--- config.mk ---
export PLATFORM = sky130hd
export DESIGN_NAME = hba_bus_fabric
export DESIGN_NICKNAME = d
export VERILOG_FILES = /design/src/rtl/hba_pkg.sv /design/src/rtl/hba_rr_arbiter.sv /design/src/rtl/hba_bus_fabric.sv
export SDC_FILE = /design/constraint.sdc
export NUM_CORES = 1
export LEC_CHECK = 0
export CAP_MARGIN = 5
export CORE_ASPECT_RATIO = 2
export CORE_MARGIN = 3
export CORE_UTILIZATION = 16
export DETAILED_ROUTE_END_ITERATION = 8
export PLACE_DENSITY = 0.87
export SLEW_MARGIN = 30
export SYNTH_ARGS = -nofsm -noshare
export SYNTH_HDL_FRONTEND = slang
export SYNTH_SLANG_ARGS = --single-unit
export TNS_END_PERCENT = 50
--- constraint.sdc ---
create_clock -name hba_clk -period 1 [get_ports hba_clk]
set_input_delay 0.15 -clock hba_clk [delete_from_list [all_inputs] [get_ports hba_clk]]
set_output_delay 0.15 -clock hba_clk [all_outputs]
set_load 0.02 [all_outputs]
--- src/rtl/hba_pkg.sv ---
// Shared definitions for the HBA bus fabric: arbiter state encoding,
// address-width derivation and the watchdog read-fill pattern.
package hba_pkg;

  typedef enum logic {
    ARB_IDLE  = 1'b0,
    ARB_OWNED = 1'b1
  } arb_state_e;

  // Replicated across the data bus when the watchdog completes a hung read.
  localparam logic WD_FILL_BIT = 1'b1;

  function automatic int hba_addr_width(input int periph_w, input int reg_w);
    return periph_w + reg_w;
  endfunction

endpackage

--- src/rtl/hba_rr_arbiter.sv ---
// Round-robin bus arbiter with a registered one-hot grant. The owner keeps the
// bus until it drops both its request and the shared select.
module hba_rr_arbiter
  import hba_pkg::*;
#(
  parameter int NUM_MASTERS = 2
) (
  input  logic                   clk,
  input  logic                   rst_n,
  input  logic [NUM_MASTERS-1:0] mrequest_i,
  input  logic                   select_i,
  output logic [NUM_MASTERS-1:0] mgrant_o
);

  localparam int LW = (NUM_MASTERS > 1) ? $clog2(NUM_MASTERS) : 1;

  arb_state_e             state_q, state_d;
  logic [NUM_MASTERS-1:0] grant_q, grant_d;
  logic [LW-1:0]          last_q, last_d;
  logic [2*NUM_MASTERS-1:0] req2;
  logic [NUM_MASTERS-1:0] rot, low, pick;
  logic [LW:0]            shamt;
  logic                   owner_req;

  // Rotate requests so the master after last_owner sits at bit 0, isolate the
  // lowest set bit, then rotate the one-hot result back into place.
  always_comb begin
    shamt = {1'b0, last_q} + (LW+1)'(1);
    req2  = {mrequest_i, mrequest_i};
    rot   = NUM_MASTERS'(req2 >> shamt);
    low   = rot & (~rot + NUM_MASTERS'(1));
    pick  = NUM_MASTERS'(({low, low} << shamt) >> NUM_MASTERS);
  end

  assign owner_req = |(mrequest_i & grant_q);

  always_ff @(posedge clk or negedge rst_n) begin
    if (!rst_n) begin
      state_q <= ARB_IDLE;
      grant_q <= '0;
      last_q  <= LW'(NUM_MASTERS - 1);
    end else begin
      state_q <= state_d;
      grant_q <= grant_d;
      last_q  <= last_d;
    end
  end

  always_comb begin
    state_d = state_q;
    case (state_q)
      ARB_IDLE:  if (|mrequest_i) state_d = ARB_OWNED;
      ARB_OWNED: if (!owner_req && !select_i) state_d = ARB_IDLE;
      default:   state_d = ARB_IDLE;
    endcase
  end

  always_comb begin
    grant_d = grant_q;
    last_d  = last_q;
    case (state_q)
      ARB_IDLE: begin
        grant_d = pick;
        for (int i = 0; i < NUM_MASTERS; i++) begin
          if (pick[i]) last_d = LW'(i);
        end
      end
      ARB_OWNED: if (!owner_req && !select_i) grant_d = '0;
      default:   grant_d = '0;
    endcase
  end

  assign mgrant_o = grant_q;

endmodule

--- src/rtl/hba_bus_fabric.sv ---
// N-master / M-slot HBA interconnect: OR-combined bus, round-robin arbiter and
// a transfer watchdog enabled by defining HBA_FABRIC_WATCHDOG_EN.
module hba_bus_fabric
  import hba_pkg::*;
#(
  parameter int NUM_MASTERS       = 2,
  parameter int NUM_SLAVES        = 5,
  parameter int DBUS_WIDTH        = 8,
  parameter int PERIPH_ADDR_WIDTH = 4,
  parameter int REG_ADDR_WIDTH    = 8,
  parameter int ADDR_WIDTH        = hba_addr_width(PERIPH_ADDR_WIDTH, REG_ADDR_WIDTH),
  parameter int XFER_TIMEOUT      = 255
) (
  input  logic                              hba_clk,
  input  logic                              hba_reset,
  input  logic [NUM_MASTERS-1:0]            hba_mrequest,
  output logic [NUM_MASTERS-1:0]            hba_mgrant,
  input  logic [NUM_MASTERS-1:0]            hba_select_master,
  input  logic [NUM_MASTERS-1:0]            hba_rnw_master,
  input  logic [NUM_MASTERS*ADDR_WIDTH-1:0] hba_abus_master,
  input  logic [NUM_MASTERS*DBUS_WIDTH-1:0] hba_dbus_master,
  input  logic [NUM_SLAVES-1:0]             hba_xferack_slave,
  input  logic [NUM_SLAVES*DBUS_WIDTH-1:0]  hba_dbus_slave,
  output logic                              hba_rnw,
  output logic                              hba_select,
  output logic [ADDR_WIDTH-1:0]             hba_abus,
  output logic [DBUS_WIDTH-1:0]             hba_dbus,
  output logic                              hba_xferack,
  output logic                              bus_err,
  output logic [ADDR_WIDTH-1:0]             bus_err_addr,
  input  logic                              bus_err_clr
);

  logic [ADDR_WIDTH-1:0] m_abus;
  logic [DBUS_WIDTH-1:0] m_dbus, s_dbus;
  logic                  slave_ack;
  logic                  wd_ack;

  always_comb begin
    m_abus = '0;
    m_dbus = '0;
    s_dbus = '0;
    for (int i = 0; i < NUM_MASTERS; i++) begin
      m_abus |= hba_abus_master[i*ADDR_WIDTH +: ADDR_WIDTH];
      m_dbus |= hba_dbus_master[i*DBUS_WIDTH +: DBUS_WIDTH];
    end
    for (int i = 0; i < NUM_SLAVES; i++) begin
      s_dbus |= hba_dbus_slave[i*DBUS_WIDTH +: DBUS_WIDTH];
    end
  end

  assign hba_select  = |hba_select_master;
  assign hba_rnw     = |hba_rnw_master;
  assign hba_abus    = m_abus;
  assign slave_ack   = |hba_xferack_slave;
  assign hba_xferack = slave_ack | wd_ack;
  assign hba_dbus    = m_dbus | s_dbus |
                       ((wd_ack && hba_rnw) ? {DBUS_WIDTH{WD_FILL_BIT}} : '0);

  hba_rr_arbiter #(
    .NUM_MASTERS(NUM_MASTERS)
  ) u_arb (
    .clk       (hba_clk),
    .rst_n     (hba_reset),
    .mrequest_i(hba_mrequest),
    .select_i  (hba_select),
    .mgrant_o  (hba_mgrant)
  );

`ifdef HBA_FABRIC_WATCHDOG_EN
  localparam int WD_W = $clog2(XFER_TIMEOUT + 1);
  localparam logic [WD_W-1:0] WD_LAST = WD_W'(XFER_TIMEOUT - 1);
  // Parking value past the expiry point so a still-selected transfer acks once.
  localparam logic [WD_W-1:0] WD_SAT  = WD_W'(XFER_TIMEOUT);

  logic [WD_W-1:0]       wd_cnt_q, wd_cnt_d;
  logic                  bus_err_q, bus_err_d;
  logic [ADDR_WIDTH-1:0] err_addr_q, err_addr_d;

  always_comb begin
    wd_ack   = hba_select && !slave_ack && (wd_cnt_q == WD_LAST);
    wd_cnt_d = wd_cnt_q;
    if (!hba_select || slave_ack) begin
      wd_cnt_d = '0;
    end else if (wd_cnt_q != WD_SAT) begin
      wd_cnt_d = wd_cnt_q + WD_W'(1);
    end
    bus_err_d  = bus_err_q;
    err_addr_d = err_addr_q;
    if (bus_err_clr) begin
      bus_err_d  = 1'b0;
      err_addr_d = '0;
    end else if (wd_ack && !bus_err_q) begin
      bus_err_d  = 1'b1;
      err_addr_d = hba_abus;
    end
  end

  always_ff @(posedge hba_clk or negedge hba_reset) begin
    if (!hba_reset) begin
      wd_cnt_q   <= '0;
      bus_err_q  <= 1'b0;
      err_addr_q <= '0;
    end else begin
      wd_cnt_q   <= wd_cnt_d;
      bus_err_q  <= bus_err_d;
      err_addr_q <= err_addr_d;
    end
  end

  assign bus_err      = bus_err_q;
  assign bus_err_addr = err_addr_q;
`else
  logic unused_err_clr;
  assign unused_err_clr = bus_err_clr;
  assign wd_ack         = 1'b0;
  assign bus_err        = 1'b0;
  assign bus_err_addr   = '0;
`endif

endmodule

==> flow_metrics.py <==
metrics = {
    "power_and_ir_drop": {
        "vdd_drop_max_uv": 453,
        "leakage_nw": 0.914,
        "power_density_nw_per_um2": 783,
    },
    "status": {
        "violations": "setup timing",
        "outcome": "finished with violations",
    },
    "placed_design": {
        "dpl_worst_slack_ns": -0.739,
        "placed_cell_area_sq_um": 1720,
        "io_buffers": 117,
        "gp_congestion": 0.790,
        "dp_hpwl_um": 2800,
    },
    "critical_path": {
        "endpoint_kind": "flip-flop",
        "regToRegEndpoint": "u_arb.mgrant_o[1]$_DFFE_PN0P_",
        "start_kind": "flip-flop",
        "r2r_slack_ns": -0.04,
        "path_class": "reg2reg",
        "crit_required_ns": 1.08,
        "reg2regPathDepth": 4,
        "critPathArrivalTime_ns": 1.12,
        "crit_fanout": 3,
        "r2r-start": "u_arb.mgrant_o[1]$_DFFE_PN0P_",
    },
    "synth": {
        "netlist_area_sq_um": 514,
        "synth_ff_type": "dfrtp_1",
        "synth_edf_count": 0,
        "yosys_warnings": 0,
        "ys_seq_area_frac": 0.197,
        "netlist_instances": 74,
        "yosysUniqueCellTypes": 21,
        "ys_async_sr_fraction": 1.00,
        "ys_seq_elements": 4,
        "synth.avg_cell_area_sq_um": 6.95,
    },
    "routing": {
        "routedWlPerCell_um": 14.1,
        "wl_um": 3250,
        "via_per_inst": 4.48,
        "drc_errors": 0,
        "drtAntennaViolNets": 0,
        "drt_iter0_drc": 4,
        "firstDrtPassIters": 2,
        "vias": 1036,
    },
    "finish": {
        "nets": 296,
        "layout_common_cells": "60 x dlygate4sd2_1, 22 x buf_6, 13 x or2_4, 13 x conb_1",
        "drive_gt1_frac": 0.418,
        "antenna_cells": 0,
        "area_growth_pct": 250,
        "nFillCells": 270,
        "fin_area_sq_um": 1800,
        "utilization": 0.598,
        "final_common_cell": "dlygate4sd2_1",
    },
    "sta": {
        "timing.final.crit_share": 1.04,
        "fin_tns_setup_ns": -0.0643,
        "skew_ns": 0.00372,
        "final_hold_viol_count": 0,
        "rsz0062_at_grt": "true",
        "hold_ws_ns": 0.137,
        "layout_setup_ws_ns": -0.0437,
        "finalCriticalPeriod_ns": 1.04,
        "drv_slew": 0,
        "setup_viol": 3,
        "fmax_mhz": 958,
    },
    "floorplan": {
        "die_y_um": 86.2,
        "core_sq_um": 3010,
        "rows": 28,
        "die_x_um": 46.1,
        "io_pins": 132,
        "die-area_sq_um": 3970,
        "initial_core_util": 0.171,
    },
    "run": {
        "drv_cap": 0,
    },
    "global_routing": {
        "grt_pass1_wl_um": 4550,
        "met2_usage": 0.270,
        "globalRouteTotalUtil": 0.157,
        "use_met1": 0.152,
        "grt_pass1_vias": 1106,
        "use_met3": 0.0873,
        "overflow": 0,
        "busiest_layer": "met2",
        "grt_max_degree": 8,
        "antenna_found_initial": 0,
    },
    "cts": {
        "cts_hold_buf": 0,
        "cts-root-buf": "clkbuf_8",
        "clock-sinks": 4,
        "cts-buffers-inserted": 3,
        "clk_latency_ns": 0.22,
        "clkTransAtPathRegs_ns": 0.03,
        "htreeDepth": 1,
        "cts_buffer_depth": 2,
        "cts_tree": "built",
    },
    "worst_hold_path": {
        "hp-class": "in2async",
    },
}
==> layer usage <==
layer,up-vias,part of all wire
met5,-,0
met4,0,0.014
met3,4,0.22
met2,120,0.47
met1,424,0.30
li1,488,-
==> synth_stat cells, drive strengths merged, types with 2 or more instances <==
cell type / n / share of area
buf: 13 / 0.19
or2: 13 / 0.16
nand2: 12 / 0.088
nor3: 10 / 0.097
nor4: 8 / 0.097
dfrtp: 3 / 0.15
inv: 2 / 0.015
nor2: 2 / 0.029
o21ai: 2 / 0.019
==> sequential cells by signal, summed over array words and instances, names as in the netlist <==
register	count
u_arb.last_q	1
u_arb.state_q	1
u_arb.mgrant_o	2
==> per-stage QoR <==
step | cells | power (mW)
2_1_floorplan | 86 | 0.549
3_3_place_gp | 226 | 1.06
3_5_place_dp | 226 | 1.08
4_1_cts | 230 | 1.38
5_1_grt | 231 | 1.51
6_report | 231 | 1.41
==> power breakdown <==
group          total [mW]  internal [mW]  switching [mW]
logic               0.771          0.442           0.329
clock network       0.356          0.272          0.0840
registers           0.283          0.233          0.0501
total                1.41          0.948           0.463
==> worst max path at each step <==
stage | start | endpoint | slack (ns) | cells after the start
after floorplan | u_arb.mgrant_o[1]$_DFFE_PN0P_ | u_arb.mgrant_o[0]$_DFFE_PN0P_ | -0.0007 | 3
after global placement | hba_dbus_slave[7] | hba_dbus[7] | -0.75 | 5
after detailed placement | hba_dbus_slave[7] | hba_dbus[7] | -0.74 | 5
after CTS | hba_abus_master[14] | hba_abus[2] | -0.07 | 3
after global routing | u_arb.mgrant_o[1]$_DFFE_PN0P_ | u_arb.mgrant_o[1]$_DFFE_PN0P_ | -0.07 | 4
final | u_arb.mgrant_o[1]$_DFFE_PN0P_ | u_arb.mgrant_o[1]$_DFFE_PN0P_ | -0.04 | 4
==> kinds of logic after synthesis <==
kind of cell | after synthesis | synth area share
AOI/OAI and AO/OA | 7 | 0.0973
buffers and inverters | 15 | 0.204
DFF | 4 | 0.197
other | 1 | 0.00729
and+or+nand+nor | 47 | 0.494
==> layout make-up <==
class	instances	area [sq um]	area share
sequential	4	104	0.0577
tap	30	37.5	0.0208
timing repair buffer	124	1110	0.618
clock buffer	4	45.0	0.0250
inverter	2	7.51	0.00417
multi-input combinational	67	493	0.274
==> repair_timing <==
action | 4_1_cts | 5_1_grt
buffers inserted | 0 | 1
setup endpoints to repair | 27 | 15
pin swaps | 37 | 10
resized for setup | 276 | 32
endpoints found under the hold margin | 0 | 0
==> critical path, cell delays in order (launching register included) <==
cell and delay (ns):
dfrtp_2 0.40, buf_4 0.13, buf_4 0.12, a22oi_1 0.18, a31oi_1 0.08
No activity file was read; power rests on OpenSTA's default activity.
